### src/rtl/gate_exerciser.sv
// gate_exerciser
// Sweeps the four {a,b} input vectors of a two-input gate. Each vector is
// held for SETTLE_CYCLES cycles plus one sample cycle. The gate output is
// compared against the EXPECT truth table, and per-vector mismatches are
// collected in fail_vec.
//
// Ports
//   clk      : rising-edge clock for all logic
//   rst      : synchronous active-high reset
//   start    : request one sweep; only sampled while idle
//   a_out    : gate input a (vector index bit 1), 0 when idle
//   b_out    : gate input b (vector index bit 0), 0 when idle
//   c_in     : gate output under test, same clock domain
//   busy     : sweep in progress, DONE cycle included
//   done     : one-cycle pulse at sweep completion
//   pass     : last completed sweep had no mismatches
//   fail_vec : bit i set when vector i mismatched
//
// state  | meaning
// IDLE   | outputs parked at 0, waiting for start
// SETTLE | current vector driven, counting settle cycles
// SAMPLE | c_in compared against EXPECT[idx]
// DONE   | done pulse, pass updated from fail_vec
module gate_exerciser #(
    parameter int         SETTLE_CYCLES = 4,
    parameter logic [3:0] EXPECT        = 4'b1000
) (
    input  logic       clk,
    input  logic       rst,
    input  logic       start,
    output logic       a_out,
    output logic       b_out,
    input  logic       c_in,
    output logic       busy,
    output logic       done,
    output logic       pass,
    output logic [3:0] fail_vec
);

    localparam int CW = (SETTLE_CYCLES > 1) ? $clog2(SETTLE_CYCLES) : 1;
    localparam logic [CW-1:0] CNT_LAST = CW'(SETTLE_CYCLES - 1);

    typedef enum logic [1:0] {
        IDLE   = 2'd0,
        SETTLE = 2'd1,
        SAMPLE = 2'd2,
        DONE   = 2'd3
    } state_t;

    state_t        state_q, state_d;
    logic [1:0]    idx_q, idx_d;
    logic [CW-1:0] cnt_q, cnt_d;
    logic [3:0]    fail_vec_q, fail_vec_d;
    logic          pass_q, pass_d;
    logic          done_q, done_d;
    logic          busy_q, busy_d;
    logic          a_out_q, a_out_d;
    logic          b_out_q, b_out_d;

    always_comb begin
        state_d    = state_q;
        idx_d      = idx_q;
        cnt_d      = cnt_q;
        fail_vec_d = fail_vec_q;
        pass_d     = pass_q;

        case (state_q)
            IDLE: begin
                if (start) begin
                    idx_d      = 2'd0;
                    cnt_d      = '0;
                    fail_vec_d = 4'b0000;
                    state_d    = SETTLE;
                end
            end
            SETTLE: begin
                if (cnt_q == CNT_LAST) begin
                    state_d = SAMPLE;
                end else begin
                    cnt_d = cnt_q + 1'b1;
                end
            end
            SAMPLE: begin
                fail_vec_d[idx_q] = c_in ^ EXPECT[idx_q];
                if (idx_q == 2'd3) begin
                    state_d = DONE;
                end else begin
                    idx_d   = idx_q + 2'd1;
                    cnt_d   = '0;
                    state_d = SETTLE;
                end
            end
            DONE: begin
                pass_d  = (fail_vec_q == 4'b0000);
                state_d = IDLE;
            end
            default: state_d = IDLE;
        endcase

        // Outputs are registered from the next-state view so they line up
        // with the state they describe, without a cycle of lag.
        busy_d  = (state_d != IDLE);
        done_d  = (state_d == DONE);
        a_out_d = busy_d & idx_d[1];
        b_out_d = busy_d & idx_d[0];
    end

    always_ff @(posedge clk) begin
        if (rst) begin
            state_q    <= IDLE;
            idx_q      <= 2'd0;
            cnt_q      <= '0;
            fail_vec_q <= 4'b0000;
            pass_q     <= 1'b0;
            done_q     <= 1'b0;
            busy_q     <= 1'b0;
            a_out_q    <= 1'b0;
            b_out_q    <= 1'b0;
        end else begin
            state_q    <= state_d;
            idx_q      <= idx_d;
            cnt_q      <= cnt_d;
            fail_vec_q <= fail_vec_d;
            pass_q     <= pass_d;
            done_q     <= done_d;
            busy_q     <= busy_d;
            a_out_q    <= a_out_d;
            b_out_q    <= b_out_d;
        end
    end

    assign a_out    = a_out_q;
    assign b_out    = b_out_q;
    assign busy     = busy_q;
    assign done     = done_q;
    assign pass     = pass_q;
    assign fail_vec = fail_vec_q;

endmodule

### config.mk
export PLATFORM = sky130hd
export DESIGN_NAME = gate_exerciser
export DESIGN_NICKNAME = d
export VERILOG_FILES = /design/src/rtl/gate_exerciser.sv
export SDC_FILE = /design/constraint.sdc
export NUM_CORES = 1
export LEC_CHECK = 0
export CAP_MARGIN = 15
export CORE_MARGIN = 4
export CORE_UTILIZATION = 49
export CTS_CLUSTER_DIAMETER = 100
export DETAILED_ROUTE_END_ITERATION = 7
export PLACE_DENSITY_LB_ADDON = 0.25
export SYNTH_ARGS = -nofsm -noshare
export SYNTH_HDL_FRONTEND = slang
export SYNTH_SLANG_ARGS = --single-unit
export TNS_END_PERCENT = 30
### constraint.sdc
create_clock -name clk -period 1.8 [get_ports clk]
set_clock_uncertainty 0.1 [all_clocks]
set_input_delay 0.18 -clock clk [delete_from_list [all_inputs] [get_ports clk]]
set_output_delay 0.18 -clock clk [all_outputs]
set_load 0.05 [all_outputs]
==> impl_metrics.yaml, run 1 <==
run:
  maxCapViolations: 0
worst_setup_path:
  max_stage_delay_ns: 0.80
  critPathRequiredTime_ns: 1.52
  criticalPathCategory: "reg -> out"
  cp.arrival_ns: 1.41
  end_kind: "output port"
  startpoint: "done"
  rr_startpoint: "idx_q[1]"
  path_buf_inv: 1
  slowest_stage: "clkdlybuf4s50_1"
  worstPathCellList: "clkdlybuf4s50_1"
  critPathLaunchType: "register"
  crit_family: "buffers and inverters"
  path_max_fanout: 1
yosys:
  netlist_area_um2: 711
  synthCells: 80
  synthArstFlopShare_pct: 0
  synth_ff_type: "dfxtp_1"
  synth_seq_cells: 15
  postSynthAreaPerCell_um2: 8.88
  synth_edf_count: 0
  syn_nets: 86
  ys_types: 31
  synth.most_common_cell: "dfxtp_1"
  synth_top_cell_by_area: "dfxtp_1"
  seq_area_frac_synth_pct: 42.3
  ys_warn_count: 0
  synth_common_cells: "dfxtp_1, a21oi_1, nand2_1, o21ai_0, inv_1"
  synth_top_area_share_pct: 42.3
  synthTopCellsByArea: "dfxtp_1, a21oi_1, o21ai_0, a22o_1, ha_1"
timing:
  fin_crit_ns: 1.69
  fmax_mhz: 590
  finalHoldViolCount: 0
  tns_ns: 0
  hold_slack_ns: 0.356
  tightest_slew_ns: 0.528
  rsz0062_at_grt: "false"
  finalCritPeriodShare_pct: 94.1
  slew_viol_final: 0
  setup_viol: 0
  slew_headroom_pct: 64.8
power:
  ir_drop_mv: 0.400
  power.density_nw_per_um2: 683
  p_leak_nw: 0.405
clocking:
  cts-buffers-inserted: 3
  path_clk_slew_ns: 0.09
  htreeDepth: 1
  cts_resized: 0
  cts_sinks: 15
  cts_hold_buf: 0
  cts-root-buf: "clkbuf_4"
  clk_path_buf_depth: 2
  cts_tree: "yes"
  clk_latency_ns: 0.28
  post_cts.repair.setup_buffers: 0
grt:
  grt_pass1_wl_mm: 2.32
  antenna_found_initial: 0
  overflow: 0
  grt_pass1_vias: 518
  globalRouteTotalUtil_pct: 15.7
  grt_start_max_net_pins: 19
floorplanning:
  ios: 13
  fp-row-count: 13
  initial_core_util_pct: 53.3
  core_um2: 1330
  die_h_um: 46.1
  die_x_um: 46.1
  dieArea_um2: 2120
layout:
  diodes: 0
  final_nets: 101
  postLayoutCellArea_um2: 875
  utilization_pct: 65.6
  syn_to_final_growth_pct: 23.1
  drive_gt1_share_pct: 11.7
  fillCellCount: 117
detailed_routing:
  drc: 0
  ant_nets: 0
  routed_wl_mm: 1.50
  via_per_inst: 5.76
  wl_met2_um: 734
  top_layer: "met4"
  drtIter0Drc: 12
  drt-pass1-iter-count: 4
  wl_per_cell_um: 13.7
  vias: 628
  dr_wl_met3_um: 63
  drt-met1-wl_um: 683
outcome:
  status: "finished clean"
place:
  dpl_cell_area_um2: 837
  gp_routability_congestion: 0.799
  io_buffers: 12
  place_hpwl_mm: 1.02
worst_hold_path:
  hold_start: "pass"
  hp-class: "reg -> reg"
## flip-flops by register name, indices dropped and copies added, names as in the netlist
signal / flops
pass: 1
b_out: 1
fail_vec: 4
busy: 1
idx_q: 2
done: 1
a_out: 1
state_q: 2
cnt_q: 2
## per-layer routing
| layer | GRT usage [%] | vias up |
|---|---|---|
| met5 | 0 | - |
| met4 | 10.2 | 0 |
| met3 | 3.52 | 2 |
| met2 | 23.9 | 12 |
| met1 | 19.8 | 296 |
| li1 | - | 318 |
## layout by cell type (no fill, tap or decap), types with 3 or more instances in the layout
master	n
o21ai_0	6
clkbuf_4	3
nor2_1	3
o31ai_1	3
clkdlybuf4s50_1	8
buf_4	3
dfxtp_1	15
a21oi_1	8
a22o_1	3
inv_1	4
nand2_1	6
nor3_1	3
dlymetal6s2s_1	4
nor2b_1	3
## power breakdown
group / leakage, nW / switching [W] / internal (W)
clock network: 0.0177 / 0.000110 / 0.0000824
logic: 0.266 / 0.0000293 / 0.0000281
registers: 0.122 / 0.0000103 / 0.000338
total: 0.405 / 0.000149 / 0.000448
## area by class of cell
type,count,area (um2),share of cell area [%]
Multi-Input combinational cell,56,360,41.2
Clock inverter,1,5.00,0.572
Timing Repair Buffer,15,153,17.5
Sequential cell,15,300,34.3
Inverter,4,15.0,1.72
Tap cell,15,18.8,2.15
Clock buffer,3,22.5,2.58
## worst paths after layout
| path | to | slack (ns) | cells after the start |
|---|---|---|---|
| max | done | 0.11 | 1 |
| min | pass | 0.36 | 2 |
| max reg2reg | fail_vec[2] | 0.18 | 5 |
| min reg2reg | pass | 0.36 | 2 |
## logic make-up (layout without fill, tap and decap cells)
| family | Yosys count | in the layout | share of synthesized area (%) |
|---|---|---|---|
| AND/OR/NAND/NOR | 27 | 27 | 22.2 |
| flip-flops | 15 | 15 | 42.3 |
| AO/OA/AOI/OAI | 27 | 27 | 25.0 |
| adder cells (fa/ha/maj) | 2 | 2 | 3.52 |
| buffers and inverters | 9 | 23 | 7.04 |
## stage by stage
step | setup WS (ns) | power [W] | std cells
after floorplan | 0.382 | 0.000394 | 80
after global placement | 0.208 | 0.000412 | 105
after detailed placement | 0.181 | 0.000412 | 105
after CTS | 0.0201 | 0.000607 | 109
after global routing | 0.0439 | 0.000630 | 109
final | 0.106 | 0.000598 | 109
Note: power is estimated with default switching activity, not from simulation.
==> run 2, diff against run 1 <==
- SKIP_CTS_REPAIR_TIMING: default -> 1
- SLEW_MARGIN: default -> 20
==> results of run 2 <==
Final layout, timing and power as in run 1 (identical DEF).
